## src/rtl/axis_uart_pkg.sv

```systemverilog
// Shared definitions for the UART receive-side frame decoder.
// Holds the decoder state encoding and the default HDLC-style byte values.
package axis_uart_pkg;

    typedef enum logic [1:0] {
        HUNT,
        OPEN,
        ESCD,
        DISCARD
    } deframer_state_t;

    localparam logic [7:0] FLAG_BYTE = 8'h7E;
    localparam logic [7:0] ESC_BYTE  = 8'h7D;
    localparam logic [7:0] ESC_XOR   = 8'h20;

endpackage

```

## src/rtl/axis_uart_deframer_if.sv

```systemverilog
// Byte-wide AXI4-Stream bundle used on both sides of the frame decoder.
// The input side leaves tlast/tuser unused.
interface axis_uart_deframer_if;

    logic       tvalid;
    logic       tready;
    logic [7:0] tdata;
    logic       tlast;
    logic       tuser;

    modport master (output tvalid, tdata, tlast, tuser, input tready);
    modport slave  (input tvalid, tdata, tlast, tuser, output tready);

endinterface

```

## src/rtl/axis_uart_deframer.sv

```systemverilog
// HDLC-style frame decoder: strips flags and escapes from the rxbyte stream
// and emits payload packets with tlast on the final byte, tuser on errors.
// Optional statistics counters are enabled with AXIS_UART_DEFRAMER_STATS_EN.
module axis_uart_deframer #(
    parameter logic [7:0] FLAG_BYTE = axis_uart_pkg::FLAG_BYTE,
    parameter logic [7:0] ESC_BYTE  = axis_uart_pkg::ESC_BYTE,
    parameter logic [7:0] ESC_XOR   = axis_uart_pkg::ESC_XOR,
    parameter int         MAX_LEN   = 256
) (
    input  logic                  aclk,
    input  logic                  aresetn,
    axis_uart_deframer_if.slave   rxbyte,
    axis_uart_deframer_if.master  frame
`ifdef AXIS_UART_DEFRAMER_STATS_EN
    ,
    output logic [15:0]           frame_count,
    output logic [15:0]           error_count
`endif
);

    import axis_uart_pkg::*;

    localparam int LEN_W = $clog2(MAX_LEN + 1);
    localparam logic [LEN_W-1:0] LEN_MAX = LEN_W'(MAX_LEN);

    deframer_state_t  state;
    logic             hold_valid;
    logic [7:0]       hold_data;
    logic [LEN_W-1:0] len;

    logic             accept;
    logic             is_flag;
    logic             is_esc;
    logic             do_push;
    logic [7:0]       push_byte;

    logic             unused_rx;
    assign unused_rx = ^{rxbyte.tlast, rxbyte.tuser};

    // Accept input only when the single output register is free or draining.
    assign rxbyte.tready = aresetn && (!frame.tvalid || frame.tready);

    // Classify the incoming byte and decide whether it becomes payload.
    always_comb begin
        accept    = rxbyte.tvalid && rxbyte.tready;
        is_flag   = (rxbyte.tdata == FLAG_BYTE);
        is_esc    = (rxbyte.tdata == ESC_BYTE);
        do_push   = 1'b0;
        push_byte = rxbyte.tdata;
        if (accept) begin
            if (state == OPEN && !is_flag && !is_esc) begin
                do_push = 1'b1;
            end else if (state == ESCD && !is_flag) begin
                do_push   = 1'b1;
                push_byte = rxbyte.tdata ^ ESC_XOR;
            end
        end
    end

    // Decoder FSM, hold register, length counter and output register.
    always_ff @(posedge aclk or negedge aresetn) begin
        if (!aresetn) begin
            state        <= HUNT;
            hold_valid   <= 1'b0;
            hold_data    <= '0;
            len          <= '0;
            frame.tvalid <= 1'b0;
            frame.tdata  <= '0;
            frame.tlast  <= 1'b0;
            frame.tuser  <= 1'b0;
        end else begin
            if (frame.tvalid && frame.tready) begin
                frame.tvalid <= 1'b0;
            end

            if (do_push) begin
                if (len == LEN_MAX) begin
                    // Overlong: the held byte closes the frame as an error.
                    frame.tvalid <= 1'b1;
                    frame.tdata  <= hold_data;
                    frame.tlast  <= 1'b1;
                    frame.tuser  <= 1'b1;
                    hold_valid   <= 1'b0;
                    state        <= DISCARD;
                end else begin
                    if (hold_valid) begin
                        frame.tvalid <= 1'b1;
                        frame.tdata  <= hold_data;
                        frame.tlast  <= 1'b0;
                        frame.tuser  <= 1'b0;
                    end
                    hold_data  <= push_byte;
                    hold_valid <= 1'b1;
                    len        <= len + LEN_W'(1);
                    state      <= OPEN;
                end
            end else if (accept) begin
                case (state)
                    HUNT: begin
                        if (is_flag) begin
                            state <= OPEN;
                        end
                    end
                    OPEN: begin
                        if (is_flag) begin
                            if (hold_valid) begin
                                frame.tvalid <= 1'b1;
                                frame.tdata  <= hold_data;
                                frame.tlast  <= 1'b1;
                                frame.tuser  <= 1'b0;
                            end
                            hold_valid <= 1'b0;
                            len        <= '0;
                        end else if (is_esc) begin
                            state <= ESCD;
                        end
                    end
                    ESCD: begin
                        // Only a flag reaches here: escape-then-flag aborts.
                        if (hold_valid) begin
                            frame.tvalid <= 1'b1;
                            frame.tdata  <= hold_data;
                            frame.tlast  <= 1'b1;
                            frame.tuser  <= 1'b1;
                        end
                        hold_valid <= 1'b0;
                        len        <= '0;
                        state      <= OPEN;
                    end
                    DISCARD: begin
                        if (is_flag) begin
                            len   <= '0;
                            state <= OPEN;
                        end
                    end
                    default: state <= HUNT;
                endcase
            end
        end
    end

`ifdef AXIS_UART_DEFRAMER_STATS_EN
    // Saturating good/bad frame counters, stepped on the tlast handshake.
    always_ff @(posedge aclk or negedge aresetn) begin
        if (!aresetn) begin
            frame_count <= '0;
            error_count <= '0;
        end else if (frame.tvalid && frame.tready && frame.tlast) begin
            if (frame.tuser) begin
                if (error_count != '1) begin
                    error_count <= error_count + 16'd1;
                end
            end else begin
                if (frame_count != '1) begin
                    frame_count <= frame_count + 16'd1;
                end
            end
        end
    end
`endif

endmodule
```

## src/flat_wrapper.sv

```systemverilog
// flat-port wrapper written by rule: the top's interface ports become plain ports
module axis_uart_deframer_flat import axis_uart_pkg::*;
#(
    parameter logic [7:0] FLAG_BYTE = axis_uart_pkg::FLAG_BYTE,
    parameter logic [7:0] ESC_BYTE  = axis_uart_pkg::ESC_BYTE,
    parameter logic [7:0] ESC_XOR   = axis_uart_pkg::ESC_XOR,
    parameter int         MAX_LEN   = 256
)
  (aclk, aresetn, rxbyte_tvalid, rxbyte_tdata, rxbyte_tlast, rxbyte_tuser, rxbyte_tready, frame_tvalid, frame_tdata, frame_tlast, frame_tuser, frame_tready);
  axis_uart_deframer_if rxbyte_i ();
  axis_uart_deframer_if frame_i ();
  input  logic aclk;
  input  logic aresetn;
  input wire logic [$bits(rxbyte_i.tvalid)-1:0] rxbyte_tvalid;
  input wire logic [$bits(rxbyte_i.tdata)-1:0] rxbyte_tdata;
  input wire logic [$bits(rxbyte_i.tlast)-1:0] rxbyte_tlast;
  input wire logic [$bits(rxbyte_i.tuser)-1:0] rxbyte_tuser;
  output wire logic [$bits(rxbyte_i.tready)-1:0] rxbyte_tready;
  output wire logic [$bits(frame_i.tvalid)-1:0] frame_tvalid;
  output wire logic [$bits(frame_i.tdata)-1:0] frame_tdata;
  output wire logic [$bits(frame_i.tlast)-1:0] frame_tlast;
  output wire logic [$bits(frame_i.tuser)-1:0] frame_tuser;
  input wire logic [$bits(frame_i.tready)-1:0] frame_tready;
  assign rxbyte_i.tvalid = rxbyte_tvalid;
  assign rxbyte_i.tdata = rxbyte_tdata;
  assign rxbyte_i.tlast = rxbyte_tlast;
  assign rxbyte_i.tuser = rxbyte_tuser;
  assign rxbyte_tready = rxbyte_i.tready;
  assign frame_tvalid = frame_i.tvalid;
  assign frame_tdata = frame_i.tdata;
  assign frame_tlast = frame_i.tlast;
  assign frame_tuser = frame_i.tuser;
  assign frame_i.tready = frame_tready;
  axis_uart_deframer #(.FLAG_BYTE(FLAG_BYTE), .ESC_BYTE(ESC_BYTE), .ESC_XOR(ESC_XOR), .MAX_LEN(MAX_LEN)) u_core (.aclk(aclk), .aresetn(aresetn), .rxbyte(rxbyte_i), .frame(frame_i));
endmodule
```

## config.mk

```make
export PLATFORM = sky130hd
export DESIGN_NAME = axis_uart_deframer_flat
export DESIGN_NICKNAME = d
export VERILOG_FILES = /design/src/rtl/axis_uart_pkg.sv /design/src/rtl/axis_uart_deframer_if.sv /design/src/rtl/axis_uart_deframer.sv /design/src/flat_wrapper.sv
export SDC_FILE = /design/constraint.sdc
export NUM_CORES = 1
export LEC_CHECK = 0
export CAP_MARGIN = 40
export CORE_MARGIN = 2
export CORE_UTILIZATION = 30
export CTS_BUF_LIST = sky130_fd_sc_hd__clkbuf_8
export DETAILED_ROUTE_END_ITERATION = 16
export HOLD_SLACK_MARGIN = 0.03
export PLACE_DENSITY = 0.47
export SYNTH_ARGS = -nofsm -noshare
export SYNTH_HDL_FRONTEND = slang
export SYNTH_SLANG_ARGS = --single-unit
```

## constraint.sdc

```tcl
create_clock -name aclk -period 4.7 [get_ports aclk]
set_clock_uncertainty 0.1 [all_clocks]
set_input_delay 0.94 -clock aclk [delete_from_list [all_inputs] [get_ports aclk]]
set_output_delay 0.94 -clock aclk [all_outputs]
set_load 0.005 [all_outputs]
```

Yosys cells after proc, flatten, opt, wreduce, memory -nomap -nowiden --
Cells that the tools add are included.
Word-level totals: output and inout port bits 12, register bits 31, logic and storage cells 97
Cells by class: reduce and logical (&&, ||, !) cells 22, mux-type cells 50, equal/unequal tests 14, add/subtract/negate cells 1, bitwise logic cells 2
Operators with widths (count):
- 2-to-1 mux 8 bit | 5
- 2-to-1 mux 9 bit | 4
- 2-to-1 mux 1 bit | 25
- 2-to-1 mux 6 bit | 3
- one-hot mux 9 bit (2 select lines) | 1
- equality test 8 x 7 -> 1 bit (second input constant) | 2
- one-hot mux 8 bit (2 select lines) | 1
- AND reduction 4 bit | 4
- != test 3 x 1 -> 1 bit (second input constant) | 5
- 2-to-1 mux 2 bit | 6
- adder 9 x 1 -> 9 bit (second input constant) | 1
- equality test 9 bit (second input constant) | 1
- one-hot mux 1 bit (2 select lines) | 4
- logical AND 1 bit | 6
- one-hot mux 2 bit (3 select lines) | 1
- nonzero test 3 bit | 2
- equality test 2 bit (second input constant) | 2
- OR reduction 2 bit | 2
- zero test 1 bit | 3
- != test 3 x 2 -> 1 bit (second input constant) | 1
- != test 3 bit (second input constant) | 1
- AND reduction 3 bit | 1
- equality test 2 x 1 -> 1 bit (second input constant) | 1
- zero test 2 bit | 1
- other kinds (5) | 6

Depth between registers and ports, before layout --
depth after elaboration 8, depth in mapped cells 9

Least setup slack after synthesis --
Ideal clock, no wire load.
kind in2reg, from input port rxbyte_tdata[7], to register u_core.hold_data[0], data arrival time 2.398 ns, setup time 0.125 ns, required time 4.475 ns, stages on the path 7, buffers on the path 2, path slack 2.077 ns, cells stage by stage and4bb_1 and2_1 clkbuf_2 a211oi_1 and2_1 buf_4 mux2_2
Between the ends: cells in the longest elaborated chain, start to end 7
Ends and longest elaborated chain:
- start, declared | line flat_wrapper.sv:15 | input wire logic [$bits(rxbyte_i.tdata)-1:0] rxbyte_tdata;
- equality test 8 x 7 -> 1 bit | line axis_uart_deframer.sv:46 | is_flag = (rxbyte.tdata == FLAG_BYTE);
- zero test 1 bit | line axis_uart_deframer.sv:51, axis_uart_deframer.sv:53
- logical AND 1 bit (on tied branches) | line axis_uart_deframer.sv:53, axis_uart_deframer.sv:51
- 2-to-1 mux 1 bit or logical AND 1 bit (tied branches) | line axis_uart_deframer.sv:53, axis_uart_deframer.sv:51
- 2-to-1 mux 1 bit | line axis_uart_deframer.sv:51 | if (state == OPEN && !is_flag && !is_esc) begin
- 2-to-1 mux 1 bit | line axis_uart_deframer.sv:50 | if (accept) begin
- AND reduction 2 bit (no source line)
- end signal, assigned | line axis_uart_deframer.sv:92 | hold_data <= push_byte;
- end, declared | line axis_uart_deframer.sv:28 | logic [7:0] hold_data;
Parallel ways exist; a longest one is shown, timed or not. A chain may end at the register's enable or synchronous reset.

Worst setup path after layout --
from input port aresetn, to output port rxbyte_tready
Between the ends: cells in the longest elaborated chain, start to end 1
Ends and longest elaborated chain:
- start, declared | line flat_wrapper.sv:13 | input logic aresetn;
- logical AND 1 bit | line axis_uart_deframer.sv:41 | assign rxbyte.tready = aresetn && (!frame.tvalid || frame.tready);
- end, declared | line flat_wrapper.sv:18 | output wire logic [$bits(rxbyte_i.tready)-1:0] rxbyte_tready;
No other way between the ends.

==> summary.txt <==
Logic synthesis
  – Largest cells by area after synthesis: dfrtp_1, mux2_2, ha_1
  – Commonest cells in the netlist: dfrtp_1, mux2_2, nor2_1
  – Post-Syn Instances: 155
  – Syn Area/Cell: 10.95 um^2
  – Register area share after synthesis: 45.69%
  – Syn nets: 176
  – Asr flop ratio synth: 100.0%
  – Cell area after synthesis: 1698 um^2
  – Synth warn: 0
  – EDFF count, synth: 0
  – Most used DFF post-synth: dfrtp_1
  – Synth Register Bits: 31
  – Most frequent cell after synthesis: dfrtp_1
  – Distinct cells, synth: 47
  – Leading area contributor after synthesis: dfrtp_1
  – Top-area cell type share of the netlist area: 45.69%

Global route
  – Initial antenna violation count: 0
  – Vias in the first global route: 1391
  – Total track usage: 13.42%
  – Pin count of the biggest net entering global routing: 25
  – First-pass GRT wire length: 6603 um
  – GRT overflow: 0

Worst setup path
  – Crit-path cells: clkdlybuf4s50_1, and2_1, clkdlybuf4s50_1
  – WP data required: 3.66 ns
  – Critical path's slowest cell: clkdlybuf4s50_1
  – Slowest stage delay, CP: 0.79 ns
  – Crit-path max FO: 12
  – CP arrival: 2.42 ns
  – Critical path class: input pin to output port
  – Worst Setup Start Kind: input pin
  – CP endpoint kind: output port
  – CP dominant cell by count: clkdlybuf4s50_1

CTS
  – Hold_buf cts: 0
  – Root buf cell: clkbuf_8
  – Deepest clock path buffer count: 2
  – CTS H-tree lvls: 2
  – Clock sink total: 31
  – Setup Buffers After CTS: 0
  – CTS Buf Count: 5
  – Post-CTS Resized: 0
  – Worst-path clk slew: 0.06 ns
  – Worst-Skew Late Latency: 0.28 ns
  – TritonCTS clock tree: yes

STA
  – Final setup fails: 0
  – Setup TNS: 0 ns
  – Fmax: 288.7 MHz
  – Unrepaired setup endpoints after global routing: no
  – Worst Max-Slew Pin Slew: 0.6675 ns
  – Endpoints failing hold: 0
  – Slew headroom: 54.35%
  – Slew Viols, Final: 0
  – Period Utilization, post-route: 73.71%
  – Min cycle time layout: 3.464 ns

Power and ir drop
  – Leakage power: 0.9029 nW
  – Pwr dens: 544.6 nW/um^2
  – Max VDD drop: 0.2363 mV

Floorplan
  – Die area: 6277 um^2
  – Core ar.: 5473 um^2
  – Initial core utilization: 31.02%
  – Die H: 79.23 um
  – Num ports: 26
  – Site Rows: 27
  – Die Wd: 79.23 um

Routing
  – Vias per cell: 5.191
  – Final WL: 3761 um
  – Drt first pass iters: 4
  – Vias: 1329
  – 1st-iter DRT viols: 52
  – Residual DRC count: 0
  – Routed Antenna Nets: 0
  – Wire per inst: 14.69 um

Finish
  – Final core occ: 38.82%
  – Final #Nets: 204
  – Number of diodes: 0
  – Filler cell count: 547
  – Register area: 775.7 um^2
  – Area of the multi-input gates: 862.1 um^2
  – Layout cells sized above 1: 17.93%
  – Area Overhead vs Synth: 25.13%

Job
  – Max-Cap Viols: 0

Hold path
  – HP Class: register to register

Place
  – Routability cong.: 0.8427
  – Post-detail-place hpwl: 2809 um
  – IO buf count: 23

Run status
  – Outcome: finished, final reports clean
[layer usage]
metal	up-vias	wire length, um	GRT usage [%]
met1	658	1707	16.65
met3	5	158	3.295
met2	25	1845	22.88
li1	641	-	-
met4	0	49	4.310
met5	-	0	0
[per-stage QoR]
stage | hold slack [ns] | setup WS [ns] | instances | instance area [um^2] | power [mW]
2_1_floorplan | 0.3749 | 2.077 | 155 | 1698 | 0.7155
3_3_place_gp | 0.3840 | 1.014 | 248 | 2007 | 0.8856
3_5_place_dp | 0.3940 | 0.9990 | 248 | 2007 | 0.8986
4_1_cts | 0.4073 | 1.188 | 256 | 2125 | 1.174
5_1_grt | 0.4376 | 1.093 | 256 | 2125 | 1.252
6_report | 0.4073 | 1.236 | 256 | 2125 | 1.157
[final cells by class]
type                    instances  share of cell area [%]
multi-input cells             112                   40.58
flip-flops and latches         31                   36.51
repair buffers                 26                   11.90
well taps                      72                   4.240
clock buffers                   6                   3.887
clock inverters                 2                   1.649
inverters                       7                   1.237
[sequential cells by signal, summed over array words and instances (netlist names)]
register / cells
u_core.frame.tuser: 1
u_core.frame.tvalid: 1
u_core.hold_data: 8
u_core.len: 9
u_core.frame.tlast: 1
u_core.hold_valid: 1
u_core.state: 2
u_core.frame.tdata: 8
[worst max-delay path: cells and delay by family]
kind / cells / cell delay (ns)
simple gates: 1 / 0.20
buf+inv: 2 / 1.28
[final timing paths]
path                                      from               endpoint  slack [ns]  cells after the start
setup / recovery                       aresetn          rxbyte_tready        1.24                      3
hold reg to reg            u_core.hold_data[3]  u_core.frame.tdata[3]        0.41                      1
setup reg to reg               u_core.state[1]  u_core.frame.tdata[4]        2.01                      7
min in group asynchronous              aresetn          u_core.len[5]        0.90                      1
hold / removal             u_core.hold_data[3]  u_core.frame.tdata[3]        0.41                      1
max in group asynchronous              aresetn  u_core.frame.tdata[5]        2.90                      2
[power breakdown]
part / switching [mW] / leakage (nW) / total, mW / internal [mW]
logic: 0.199 / 0.450 / 0.446 / 0.247
clock network: 0.0978 / 0.0612 / 0.269 / 0.171
registers: 0.0704 / 0.392 / 0.442 / 0.371
[layout by cell type, fill, tap and decap left out, drive strengths merged, types with 3 or more instances in the layout]
master         netlist  layout
mux2                17      17
nor3                 4       4
nand3                5       5
nor2                 9       9
nor4b                3       3
dfrtp               31      31
nand2                5       5
a21oi                4       4
buf                  4       3
a21o                 4       4
a211oi               4       4
ha                   7       7
and2                 3       3
clkdlybuf4s50        0      23
clkbuf               1       6
inv                  7       7
and3                 5       5
o21ai                9       9
[kinds of logic after synthesis]
| family | share of synthesized area (%) |
|---|---|
| adder cells (fa/ha/maj) | 5.158 |
| AO/OA/AOI/OAI | 16.36 |
| XOR/XNOR | 0.5159 |
| multiplexers | 11.86 |
| flip-flops | 45.69 |
| AND/OR/NAND/NOR | 16.88 |
| buffers and inverters | 3.537 |
No activity file was read; power rests on OpenSTA's default activity.
==> patch (config.mk and constraints unchanged) <==
`MAX_LEN` is set to 256 in 2 places; all go to 1024.
--- a/src/rtl/axis_uart_deframer.sv
+++ b/src/rtl/axis_uart_deframer.sv
@@ -6,5 +6,5 @@
     parameter logic [7:0] ESC_BYTE  = axis_uart_pkg::ESC_BYTE,
     parameter logic [7:0] ESC_XOR   = axis_uart_pkg::ESC_XOR,
-    parameter int         MAX_LEN   = 256
+    parameter int         MAX_LEN   = 1024
 ) (
     input  logic                  aclk,
--- a/src/flat_wrapper.sv
+++ b/src/flat_wrapper.sv
@@ -5,5 +5,5 @@
     parameter logic [7:0] ESC_BYTE  = axis_uart_pkg::ESC_BYTE,
     parameter logic [7:0] ESC_XOR   = axis_uart_pkg::ESC_XOR,
-    parameter int         MAX_LEN   = 256
+    parameter int         MAX_LEN   = 1024
 )
   (aclk, aresetn, rxbyte_tvalid, rxbyte_tdata, rxbyte_tlast, rxbyte_tuser, rxbyte_tready, frame_tvalid, frame_tdata, frame_tlast, frame_tuser, frame_tready);
Check against the original RTL: same outputs for any inputs over 10 cycles, from zero or initial values and one cycle with aresetn low; that may be too few to reach the edited logic, so the function may still have changed.
==> patch against the unedited design <==
- worst hold slack worse by 0.011 ns
- setup slack gained 0.16 ns
- routed wire length increased by 13%
- design area grew 7.7%
- area after synthesis grew 9.3%
- power increased by 5.8%
- sequential cell count increased by 2
- count of clock-buffer cells in the layout down 1
- register-to-register slack worse by 0.17 ns
==> patch: results <==
set metrics [dict create \
    critPathTopFamily "buffers and inverters" \
    drive_gt1_share_pct 16.0 \
    cts_max_path_buffers 2 \
    syn_nets 201 \
    io_buffers 23 \
    finalSetupViolations 0 \
    layout.nets 226 \
    antenna_found_initial 0 \
    cts_buffers 5 \
    reg_top3 "u_core.len x11, u_core.frame.tdata x8, u_core.hold_data x8" \
    top_layer "met4" \
    dpl.hpwl_mm 3.17 \
    relSlewSlack_pct 53.0 \
    drc 0 \
    synthTopCellsByCount "dfrtp_1, mux2_2, nand2_1, nand3_1, inv_1" \
    synthTopCellsByArea "dfrtp_1, mux2_2, ha_1" \
    cts_max_level 2 \
    power_leakage_nw 0.971 \
    dp_slack_ns 1.08 \
    critPathMaxStageDelay_ns 0.49 \
    crit_fanout 5 \
    grt_pass1_vias 1529 \
    met2_wirelength_mm 2.12 \
    drt_iter0_drc 73 \
    crit_arrival_ns 2.26 \
    ys_warn_count 0 \
    clk_pin_slew_ns 0.07 \
    viasPerCell 5.25 \
    post_cts_buffers 0 \
    async_flop_share_pct 100 \
    drt-pass1-iter-count 4 \
    peakVddDrop_mv 0.216 \
    routed_wl_mm 4.24 \
    wl_met1_mm 1.88 \
    maxCapViolations 0 \
    rr_worst_depth 7 \
    routabilityCongestion 0.846 \
    synth-seq-area-share_pct 44.5 \
    status "finished, final reports clean" \
    grt_pass1_wl_mm 7.49 \
    clock-root-buffer "clkbuf_8" \
    grt_max_degree 24 \
    clkLatencyLatePin_ns 0.28 \
    hold_depth 1 \
    dr_wl_met3_um 187 \
    cts.repair.resized 0 \
    globalRouteTotalUtil_pct 14.4 \
    yosysUniqueCellTypes 51 \
    antenna_cells 0 \
    hold_class "reg2reg" \
    critPathSlowestCell "clkdlybuf4s50_1" \
]
-- patch: layout make-up --
type | count | area (um^2)
fillers | 608 | 3670
multi-input cells | 128 | 933
flip-flops and latches | 33 | 826
repair buffers | 28 | 268
well taps | 75 | 93.8
clock buffers | 5 | 68.8
clock inverters | 3 | 65.1
inverters | 9 | 33.8
-- patch: final timing paths --
check	start	end	slack, ns
max in group asynchronous	aresetn	u_core.len[1]	3.09
min in group asynchronous	aresetn	u_core.frame.tuser	0.87
max	frame_tready	rxbyte_tready	1.40
min reg2reg	u_core.hold_data[0]	u_core.frame.tdata[0]	0.40
min	u_core.hold_data[0]	u_core.frame.tdata[0]	0.40
max reg2reg	u_core.state[0]	u_core.frame.tdata[3]	1.84
-- patch: per-stage QoR --
| stage | instance area, um^2 | instances |
|---|---|---|
| after global routing | 2290 | 281 |
| after detailed placement | 2150 | 273 |
| final | 2290 | 281 |
| after global placement | 2150 | 272 |
| after CTS | 2290 | 281 |
| after floorplan | 1860 | 180 |
-- patch: metal layers --
| metal | up-vias | global-route usage (%) |
|---|---|---|
| met5 | - | 0 |
| met4 | 0 | 5.25 |
| met3 | 7 | 3.59 |
| met2 | 38 | 24.1 |
| met1 | 721 | 17.9 |
| li1 | 709 | - |
-- patch: report_power, final --
part / internal [mW] / total, mW / leakage [nW] / switching [mW]
Combinational: 0.248 / 0.451 / 0.481 / 0.203
Clock: 0.211 / 0.315 / 0.0681 / 0.105
Sequential: 0.386 / 0.458 / 0.422 / 0.0720
Total: 0.844 / 1.22 / 0.971 / 0.380
-- patch: kinds of logic after synthesis --
kind of cell	synth area share, %
and+or+nand+nor	22.1
AOI/OAI and AO/OA	12.8
DFF	44.5
buffers and inverters	5.19
muxes	10.2
adders and majority gates	4.72
xor gates and xnor gates	0.472
